<file path="src/rtl/fifo_pkg.sv">
// Shared widths and helpers for the FIFO read-side word unpacker.
package fifo_pkg;

   localparam int FIFO_DATA_W = 32;
   localparam int DEF_OUT_W   = 8;
   localparam int RATIO       = FIFO_DATA_W / DEF_OUT_W;
   localparam int IDX_W       = $clog2(RATIO);

   typedef enum logic {
      IDLE  = 1'b0,
      DRAIN = 1'b1
   } unpk_state_e;

   // A single-word frame still needs one counter bit.
   function automatic int fcnt_w(input int frames);
      return (frames > 1) ? $clog2(frames) : 1;
   endfunction

endpackage

</file>
<file path="src/rtl/fifo_word_unpacker.sv">
// Pops FWFT FIFO words and streams them out as narrow beats,
// flagging the final beat of every frame.
module fifo_word_unpacker
   import fifo_pkg::*;
#(
   parameter int DATA_W      = FIFO_DATA_W,
   parameter int OUT_W       = DEF_OUT_W,
   parameter int FRAME_WORDS = 4,
   parameter int LSB_FIRST   = 1
) (
   input  logic              read_clk,
   input  logic              read_rst_n,
   input  logic              enable,
   input  logic              fifo_readable,
   input  logic [DATA_W-1:0] fifo_dout,
   output logic              fifo_re,
   output logic              out_valid,
   input  logic              out_ready,
   output logic [OUT_W-1:0]  out_data,
   output logic              out_last,
   output logic              busy
);

   localparam int BEATS = DATA_W / OUT_W;
   localparam int IW    = $clog2(BEATS);
   localparam int FW    = fcnt_w(FRAME_WORDS);
   localparam logic [IW-1:0] IDX_LAST  = IW'(BEATS - 1);
   localparam logic [FW-1:0] FCNT_LAST = FW'(FRAME_WORDS - 1);

   if (DATA_W % OUT_W != 0 || BEATS < 2 || FRAME_WORDS < 1) begin : g_bad
      $error("fifo_word_unpacker: illegal parameters");
   end

   unpk_state_e       state_q, state_d;
   logic [DATA_W-1:0] word_q, word_d;
   logic [IW-1:0]     idx_q, idx_d;
   logic [FW-1:0]     fcnt_q, fcnt_d;

   logic          accept;
   logic          last_beat;
   logic          pop;
   logic [IW-1:0] sel;

   assign busy      = (state_q == DRAIN);
   assign out_valid = busy;
   assign accept    = out_valid & out_ready;
   assign last_beat = (idx_q == IDX_LAST);
   assign pop       = enable & fifo_readable
                    & (~busy | (accept & last_beat));
   assign fifo_re   = read_rst_n & pop;
   assign out_last  = busy & last_beat & (fcnt_q == FCNT_LAST);
   assign sel       = (LSB_FIRST != 0) ? idx_q : IDX_LAST - idx_q;

   always_comb begin
      out_data = '0;
      for (int i = 0; i < BEATS; i++) begin
         if (sel == IW'(i)) out_data = word_q[i*OUT_W +: OUT_W];
      end
   end

   always_comb begin
      state_d = state_q;
      word_d  = word_q;
      idx_d   = idx_q;
      fcnt_d  = fcnt_q;
      if (accept) begin
         if (last_beat) begin
            state_d = IDLE;
            fcnt_d  = (fcnt_q == FCNT_LAST) ? '0 : fcnt_q + 1'b1;
         end else begin
            idx_d = idx_q + 1'b1;
         end
      end
      // A pop on the final beat overrides the return to IDLE.
      if (pop) begin
         state_d = DRAIN;
         word_d  = fifo_dout;
         idx_d   = '0;
      end
   end

   always_ff @(posedge read_clk or negedge read_rst_n) begin
      if (!read_rst_n) begin
         state_q <= IDLE;
         word_q  <= '0;
         idx_q   <= '0;
         fcnt_q  <= '0;
      end else begin
         state_q <= state_d;
         word_q  <= word_d;
         idx_q   <= idx_d;
         fcnt_q  <= fcnt_d;
      end
   end

endmodule

</file>
<file path="config.mk">
export PLATFORM = sky130hd
export DESIGN_NAME = fifo_word_unpacker
export DESIGN_NICKNAME = d
export VERILOG_FILES = /design/src/rtl/fifo_pkg.sv /design/src/rtl/fifo_word_unpacker.sv
export SDC_FILE = /design/constraint.sdc
export NUM_CORES = 1
export LEC_CHECK = 0
export ABC_CLOCK_PERIOD_IN_PS = 2400
export CAP_MARGIN = 15
export CELL_PAD_IN_SITES_DETAIL_PLACEMENT = 1
export CELL_PAD_IN_SITES_GLOBAL_PLACEMENT = 1
export CORE_UTILIZATION = 41
export DETAILED_ROUTE_END_ITERATION = 8
export GPL_TIMING_DRIVEN = 1
export MAX_ROUTING_LAYER = met4
export PLACE_DENSITY_LB_ADDON = 0.1
export SYNTH_ARGS = -nofsm -noshare
export SYNTH_HDL_FRONTEND = slang
export SYNTH_SLANG_ARGS = --single-unit
</file>
<file path="constraint.sdc">
create_clock -name read_clk -period 2.4 [get_ports read_clk]
set_clock_uncertainty 0.05 [all_clocks]
set_input_delay 0.36 -clock read_clk [delete_from_list [all_inputs] [get_ports read_clk]]
set_output_delay 0.36 -clock read_clk [all_outputs]
set_load 0.02 [all_outputs]
</file>
==> flow_summary.ini, run 1 <==
[run_status]
status = finished, final reports clean

[die]
die_h_um = 67.90
dieArea_um2 = 4610
rows = 23
ios = 49
fp.coreArea_um2 = 4086
initial_utilization_pct = 43.57
die_w_um = 67.90

[critical_path]
cp-start-kind = register
crit_start = idx_q[0]
crit_fanout = 4
r2r_slack_ns = 0.45
r2r_start = idx_q[0]
endpoint = out_data[7]
critPathArrivalTime_ns = 1.93
critical_path_class = register to primary output
cp_data_required_time_ns = 1.99
r2r-end = word_q[23]
worstRegToRegCells = 5
end_kind = primary output

[sta]
fmax_ghz = 0.4272
maxSlewHeadroom_pct = 67.62
worst_slew_pin_slew_ns = 0.4858
setup_viol = 0
final_hold_viol_count = 0
final.min_clock_period_ns = 2.341
final_max_slew_viol_count = 0
finalCritPeriodShare_pct = 97.54
layout_setup_ws_ns = 0.05897

[route]
vias = 1275
wl_met1_um = 1857
wirelength_um = 4413
drc_errors = 0
routedWlPerCell_um = 18.16
met3_length_um = 193
drtPass1Iterations = 4
drt_iter0_drc = 34
wl_met2_um = 2299
viasPerCell = 5.247
ant_nets = 0
top_layer = met4

[clocking]
root_buffer = clkbuf_8
cts_made_buffers = 5
cts.sinks = 37
cts_tree = built
clk_latency_ns = 0.29
cts_max_path_buffers = 2
cts.htree.levels = 2
cts.clk_slew.worst_paths_ns = 0.08

[synthesis]
syn_area_per_cell_um2 = 13.29
synthCells = 134
yosysWarnings = 0
synth.distinct_cells = 28
netlist_area_um2 = 1780
async_flop_share_pct = 100.0
yosysSeqAreaShare_pct = 52.00
synth-edff-count = 0
ys_ff_latch = 37
ys.flop_type = dfrtp_1
syn_nets = 176

[final_layout]
final_cell_mix = 38 x clkdlybuf4s50_1, 37 x dfrtp_1, 26 x mux2_2, 11 x buf_4, 10 x nand2_1
fill_cells = 426
syn2layout_area_growth_pct = 35.63
multiInputGateArea_um2 = 808.3
diodes = 0
layout_commonest_cell = clkdlybuf4s50_1
fin_nets = 234
drive_above_1_share_pct = 35.23
ff_latch_area_um2 = 925.9

[pwr]
peakVddDrop_uv = 660.9
power.density_nw_per_um2 = 1314
leakage_nw = 1.066
finalPower_mw = 3.172

[placement]
dp_hpwl_um = 3143
place_ws_ns = -0.1196
io_buffers = 48
routabilityCongestion = 0.7034

[flow_run]
max_cap_viol_count = 0

[grt]
antenna_found_initial = 0
grt_util_all_layers_pct = 22.35
grt_pass1_wl_um = 6982
grt_pass1_vias = 1379
grt_max_degree = 38
grt_overflow = 0

[worst_hold_path]
min_path_type = primary input to async pin
-- final cells by class --
| cell class | instances | share of cell area [%] |
|---|---|---|
| Sequential cell | 37 | 38.34 |
| Multi-Input combinational cell | 86 | 33.47 |
| Clock inverter | 3 | 0.7254 |
| Timing Repair Buffer | 59 | 21.55 |
| Clock buffer | 5 | 2.850 |
| Inverter | 3 | 0.4663 |
| Tap cell | 50 | 2.591 |
-- synth_stat cells (2+ instances only) --
cell	n	area share, %
o31ai_1	7	3.0
clkbuf_1	2	0.42
ha_1	5	3.5
nand2_1	10	2.1
a22o_1	2	0.98
a21oi_1	2	0.56
inv_1	3	0.63
dfrtp_1	37	52
a221oi_1	7	3.4
nor2_1	2	0.42
mux2_2	26	16
buf_2	2	0.56
nor2b_1	7	2.5
buf_8	2	1.7
mux2_4	7	5.9
-- registers in the layout, summed over array words and instances (netlist names) --
register and cells:
busy 1, fcnt_q 2, idx_q 2, word_q 32
-- worst max-delay path, stage by stage, from the launching register on --
cell,delay [ns]
dfrtp_1,0.43
inv_2,0.11
ha_1,0.18
nor2b_2,0.19
buf_4,0.16
a221oi_2,0.07
o31ai_1,0.27
buf_2,0.22
-- how the worst min path moves through the flow --
stage	startpoint	to	depth (start not counted)
6_report	read_rst_n	busy	2
5_1_grt	read_rst_n	idx_q[1]	2
4_1_cts	read_rst_n	word_q[6]	2
3_5_place_dp	read_rst_n	busy	2
3_3_place_gp	read_rst_n	fcnt_q[1]	2
2_1_floorplan	read_rst_n	busy	0
-- report_power, final --
part           switching (mW)  leakage, nW  total (mW)  internal, mW
clock network           0.231       0.0439       0.432         0.200
logic                   0.757        0.580        1.57         0.812
registers               0.232        0.442        1.17         0.940
-- layer usage --
metal  vias to the layer above  global-route usage, %
met5                         -                      -
met4                         0                  7.813
met3                         5                  5.500
met2                        30                  38.37
met1                       642                  25.24
li1                        598                      -
-- logic make-up (layout without fill, tap and decap cells) --
logic type                 after synthesis  in the layout  share of synthesized area (%)
xor gates and xnor gates                 1              1                         0.4920
buffers and inverters                   11             70                          4.357
adders and majority gates                5              5                          3.514
AOI/OAI and AO/OA                       21             21                          9.558
and+or+nand+nor                         25             25                          7.168
muxes                                   34             34                          22.91
DFF                                     37             37                          52.00
-- through the flow --
stage	TNS (ns)	utilization, %	instances	hold slack, ns	cell area [µm²]
after detailed placement	-0.4282	56.58	232	0.4242	2312
after global routing	-0.03533	59.09	243	0.1196	2415
after floorplan	0	-	134	0.01441	1780
after CTS	0	59.09	242	0.1008	2415
after global placement	-0.06276	56.58	232	0.4028	2312
final	0	59.09	243	0.09449	2415
-- what timing repair did --
action | 4_1_cts | 5_1_grt
hold buffers | 0 | 0
resized for setup | 39 | 7
setup buffers | 2 | 1
pin swaps | 0 | 1
setup endpoints to repair | 9 | 9
cloned | 0 | 0
Power figures use the tool's default switching activity.
==> run 2: changes to the inputs <==
Settings changed: CORE_MARGIN set to 2.
==> run 2 against run 1 <==
  * First-iteration DRC count grew 2.9%
  * Critical endpoint is now out_last
  * Largest power group unchanged
  * Global-route usage fell by 3.6 points
  * Critical path depth decreased by 2
  * Worst hold slack worse by 0.027 ns
  * Via count is 1.4% lower
  * Flip-flop and latch count unchanged
  * Combinational power down 4%
  * Design area decreased by 0.93%
  * Clock-buffer cell count grew 2
  * Fmax is 1.8% higher
  * Non-clock buffer count down 1
==> flow_summary.ini, run 2 (synthesis gave the netlist of run 1 again) <==
[sta]
finalSetupTns_ns = 0
final_max_slew_viol_count = 0
finalCritPeriodShare_pct = 95.84
maxSlewHeadroom_pct = 67.96
rsz0062_at_grt = yes
setup_viol = 0
worst_slew_pin_slew_ns = 0.4807
hold-worst-slack_ns = 0.06797
layout_setup_ws_ns = 0.09993
final.min_clock_period_ns = 2.300
fmax_ghz = 0.4348
final_hold_viol_count = 0

[route]
vias = 1257
drtPass1Iterations = 4
routedWlPerCell_um = 17.29
ant_nets = 0
drc_errors = 0
drt_iter0_drc = 35
wirelength_um = 4185
viasPerCell = 5.194

[clocking]
cts.sinks = 37
cts_tree = built
cts_made_buffers = 5
cts.clk_slew.worst_paths_ns = 0.07
root_buffer = clkbuf_8
clk_latency_ns = 0.29
cts.htree.levels = 2
ctsHoldBuffers = 0
cts_max_path_buffers = 2

[final_layout]
syn2layout_area_growth_pct = 34.36
largest-register = word_q
largest_reg_flops = 32
layout_commonest_cell = clkdlybuf4s50_1
multiInputGateArea_um2 = 785.8
fin_nets = 233
final_cell_mix = 38 x clkdlybuf4s50_1, 37 x dfrtp_1, 26 x mux2_2, 10 x nand2_1, 10 x buf_4
fin_cells = 242
diodes = 0
largestRegisters = word_q (32), fcnt_q (2), idx_q (2)
ff_latch_area_um2 = 925.9
fill_cells = 420
drive_above_1_share_pct = 33.85

[pwr]
peakVddDrop_uv = 537.2
p_clk_share_pct = 15.2
p_sw_mw = 1.163
switching_share_pct = 37.06
p_comb_share_pct = 48.0
seqPwrFrac_pct = 36.8
leakage_nw = 1.049
power.density_nw_per_um2 = 1312
internal_power_mw = 1.976

[grt]
grt_pass1_wl_um = 6865
grt_overflow = 0
grt_max_degree = 38
antenna_found_initial = 0
grt_pass1_vias = 1349
grt_util_all_layers_pct = 18.75

[critical_path]
cp-start-kind = register
end_kind = primary output
cp_slowest_cell = clkdlybuf4s50_1
cp_data_required_time_ns = 1.99
critical_path_class = register to primary output
cpMostUsedCell = buf_4
slowest_delay_ns = 0.53
critPathArrivalTime_ns = 1.89
crit_chain = buf_4 -> ha_1 -> buf_4 -> and3_1 -> clkdlybuf4s50_1
crit_fanout = 12

[placement]
routabilityCongestion = 0.7928
place_ws_ns = -0.06179
io_buffers = 48
dp_hpwl_um = 2965
numPlacedInstances = 232

[die]
die_w_um = 69.90
fp.coreArea_um2 = 4086
rows = 23
dieArea_um2 = 4886
initial_utilization_pct = 43.57
ios = 49
die_h_um = 69.90

[flow_run]
max_cap_viol_count = 0

[worst_hold_path]
min_path_type = primary input to async pin

[run_status]
status = finished, final reports clean
## run 2: final cells by class
| type | instances | share of cell area [%] |
|---|---|---|
| Sequential cell | 37 | 38.70 |
| Multi-Input combinational cell | 86 | 32.85 |
| Timing Repair Buffer | 58 | 21.13 |
| Clock buffer | 7 | 4.027 |
| Tap cell | 50 | 2.615 |
| Inverter | 3 | 0.4707 |
| Clock inverter | 1 | 0.2092 |
## run 2: through the flow
| stage | util (%) | power (mW) | cell area [µm²] |
|---|---|---|---|
| after global placement | 56.58 | 2.702 | 2312 |
| final | 58.54 | 3.140 | 2392 |
| after global routing | 58.54 | 3.362 | 2392 |
| after detailed placement | 56.58 | 2.761 | 2312 |
| after CTS | 59.34 | 3.226 | 2425 |
| after floorplan | - | 2.119 | 1780 |
## run 2: per-layer routing
| metal | GRT usage (%) | part of all wire (%) | vias up |
|---|---|---|---|
| li1 | - | - | 601 |
| met1 | 24.23 | 47 | 618 |
| met2 | 28.57 | 48 | 31 |
| met3 | 4.329 | 3.6 | 7 |
| met4 | 7.692 | 1.8 | 0 |
| met5 | - | 0 | - |
## run 2: timing repair
action                     CTS  global route
resized for setup           25            14
buffers inserted             2             0
hold endpoints to repair     0             0
pin swaps                    0             2
setup endpoints to repair    9             9
## run 2: power groups by stage
stage,Clock (mW),Sequential [mW],Combinational (mW)
after CTS,0.492,1.16,1.58
after global routing,0.529,1.20,1.63
after global placement,0,1.15,1.55
after detailed placement,0,1.17,1.59
final,0.477,1.16,1.51
after floorplan,0,1.09,1.03
## run 2: worst paths after layout
path	startpoint	endpoint	slack, ns	cells after the start
worst max-delay path	idx_q[0]	out_last	0.1	5
worst min-delay path	read_rst_n	busy	0.07	2
worst max register to register	idx_q[0]	word_q[8]	0.27	7
worst min register to register	word_q[26]	word_q[26]	0.46	1
max in group asynchronous	read_rst_n	word_q[27]	1.90	2
min in group read_clk	word_q[26]	word_q[26]	0.46	1
## run 2: critical path, delay by kind of cell (launching register included)
| kind | cells | cell delay, ns |
|---|---|---|
| flip-flops | 1 | 0.40 |
| buffers and inverters | 3 | 0.85 |
| adder cells (fa/ha/maj) | 1 | 0.20 |
| AND/OR/NAND/NOR | 1 | 0.15 |
==> run 3: changes to the inputs <==
Settings changed: ABC_CLOCK_PERIOD_IN_PS 2400 to 2300, CORE_UTILIZATION 41 to 38, GPL_TIMING_DRIVEN 1 to not set.
Clock period 2.4 ns to 2.3 ns, I/O delays scaled along.
==> run 3 against run 2 <==
  * Register-to-register slack worse by 0.13 ns
  * First-iteration DRC count up 11%
  * Non-clock buffer count up 3
  * Core utilization down 3.2 points
  * Worst hold slack worse by 0.016 ns
  * Via count down 0.16%
  * Die area up 7.4%
  * Clock power up 5.7%
  * Worst setup slack worse by 0.022 ns
  * Final cell count up 2.1%
  * Global-route usage down 1.1 points
  * Sequential power up 5%
  * Largest cell class unchanged
  * Largest power group unchanged
  * Highest routed layer unchanged
==> flow_summary.ini, run 3 (synthesis gave the netlist of run 1 again) <==
[grt]
grt_util_all_layers_pct = 17.61
antenna_found_initial = 0
grt_overflow = 0
grt_pass1_wl_um = 6782
grt_pass1_vias = 1403
grt_max_degree = 38

[critical_path]
critPathArrivalTime_ns = 1.83
crit_fanout = 8
cp_slowest_cell = dfrtp_1
critical_path_class = register to primary output
cp-start-kind = register
critical-path-top-delay-family = buffers and inverters
r2r_slack_ns = 0.14
cpMostUsedCell = buf_4
path_buf_inv = 3
slowest_delay_ns = 0.43
crit_chain = buf_4 -> ha_1 -> buf_4 -> a21oi_1 -> o21ai_1 -> a22o_1 -> buf_2
end_kind = primary output
cp_data_required_time_ns = 1.90

[route]
viasPerCell = 5.081
drc_errors = 0
vias = 1255
routedWlPerCell_um = 17.04
ant_nets = 0
drtPass1Iterations = 4
drt_iter0_drc = 39
wirelength_um = 4209

[die]
dieArea_um2 = 5249
rows = 24
initial_utilization_pct = 40.06
die_h_um = 72.45
die_w_um = 72.45
ios = 49
fp.coreArea_um2 = 4444

[final_layout]
largest_reg_flops = 32
largest-register = word_q
final_cell_mix = 37 x dfrtp_1, 37 x clkdlybuf4s50_1, 26 x mux2_2, 12 x buf_4, 10 x nand2_1
multiInputGateArea_um2 = 808.3
drive_above_1_share_pct = 37.44
fill_cells = 470
syn2layout_area_growth_pct = 38.02
fin_util_pct = 55.29
final_area_um2 = 2457
fin_nets = 236
largestRegisters = word_q (32), fcnt_q (2), idx_q (2)
diodes = 0
ff_latch_area_um2 = 925.9

[sta]
layout_setup_ws_ns = 0.07820
maxSlewHeadroom_pct = 67.69
finalCritPeriodShare_pct = 96.60
fmax_ghz = 0.4501
final.min_clock_period_ns = 2.222
setup_viol = 0
finalSetupTns_ns = 0
final_hold_viol_count = 0
final_max_slew_viol_count = 0
worst_slew_pin_slew_ns = 0.4846

[placement]
place_area_um2 = 2365
routabilityCongestion = 0.7276
place_ws_ns = -0.1048
dp_hpwl_um = 3037
io_buffers = 48

[clocking]
cts.sinks = 37
cts_max_path_buffers = 2
cts_made_buffers = 5
post_cts_buffers = 0
cts_tree = built
cts.clk_slew.worst_paths_ns = 0.08
cts.htree.levels = 2
clk_latency_ns = 0.28
root_buffer = clkbuf_8

[pwr]
leakage_nw = 1.083
power.density_nw_per_um2 = 1380
peakVddDrop_uv = 708.2

[flow_run]
max_cap_viol_count = 0

[worst_hold_path]
min_path_type = primary input to async pin

[run_status]
status = finished, final reports clean
==> run 3: changes by cell type in the layout (fill, tap and decap cells not counted), sizes merged <==
cell	previous run	this run
clkbuf	13	8
clkdlybuf4s50	38	37
dlygate4sd2	0	1
buf	14	22
==> run 3: metrics by stage <==
step | instances | hold slack, ns | total power [mW]
global route | 247 | 0.09000 | 3.622
global placement | 239 | 0.3807 | 2.898
finish | 247 | 0.05197 | 3.392
CTS | 247 | 0.08786 | 3.447
floorplan | 134 | -0.0005911 | 2.211
detailed placement | 239 | 0.3965 | 2.970
==> run 3: cell type report <==
class / instances / share of cell area, %
clock inverter: 1 / 0.2037
multi-input combinational: 86 / 32.89
inverter: 3 / 0.4582
clock buffer: 7 / 3.921
tap: 52 / 2.648
sequential: 37 / 37.68
timing repair buffer: 61 / 22.20
==> run 3: where the power goes <==
part | switching [mW] | leakage (nW) | internal, mW
sequential | 0.234 | 0.442 | 0.981
combinational | 0.790 | 0.587 | 0.883
clock | 0.232 | 0.0542 | 0.271
total | 1.26 | 1.08 | 2.14
==> run 3: repair_timing <==
item | 4_1_cts | 5_1_grt
setup endpoints to repair | 10 | 8
gates resized for setup | 42 | 11
hold buffers | 0 | 0
pin swaps | 0 | 3
hold endpoints to repair | 0 | 0
==> run 3: path summary, 6_finish.rpt <==
kind	start	endpoint	cells past startpoint
min in group read_clk	word_q[25]	word_q[25]	1
min	read_rst_n	busy	2
max	idx_q[1]	out_data[6]	7
max reg2reg	idx_q[1]	word_q[3]	7
min reg2reg	word_q[25]	word_q[25]	1
max in group asynchronous	read_rst_n	word_q[21]	2
==> run 3: worst reg2reg max path, stage by stage, from the launching register on <==
cell	delay [ns]
dfrtp_1	0.42
buf_4	0.13
ha_1	0.18
buf_12	0.16
nand2_1	0.11
a21oi_4	0.16
buf_4	0.43
mux2_2	0.41
==> run 3: per-layer routing <==
| layer | part of all wire, % | GRT usage (%) |
|---|---|---|
| met5 | 0 | - |
| met4 | 0.33 | 3.704 |
| met3 | 4.0 | 4.444 |
| met2 | 53 | 30.28 |
| met1 | 43 | 21.00 |
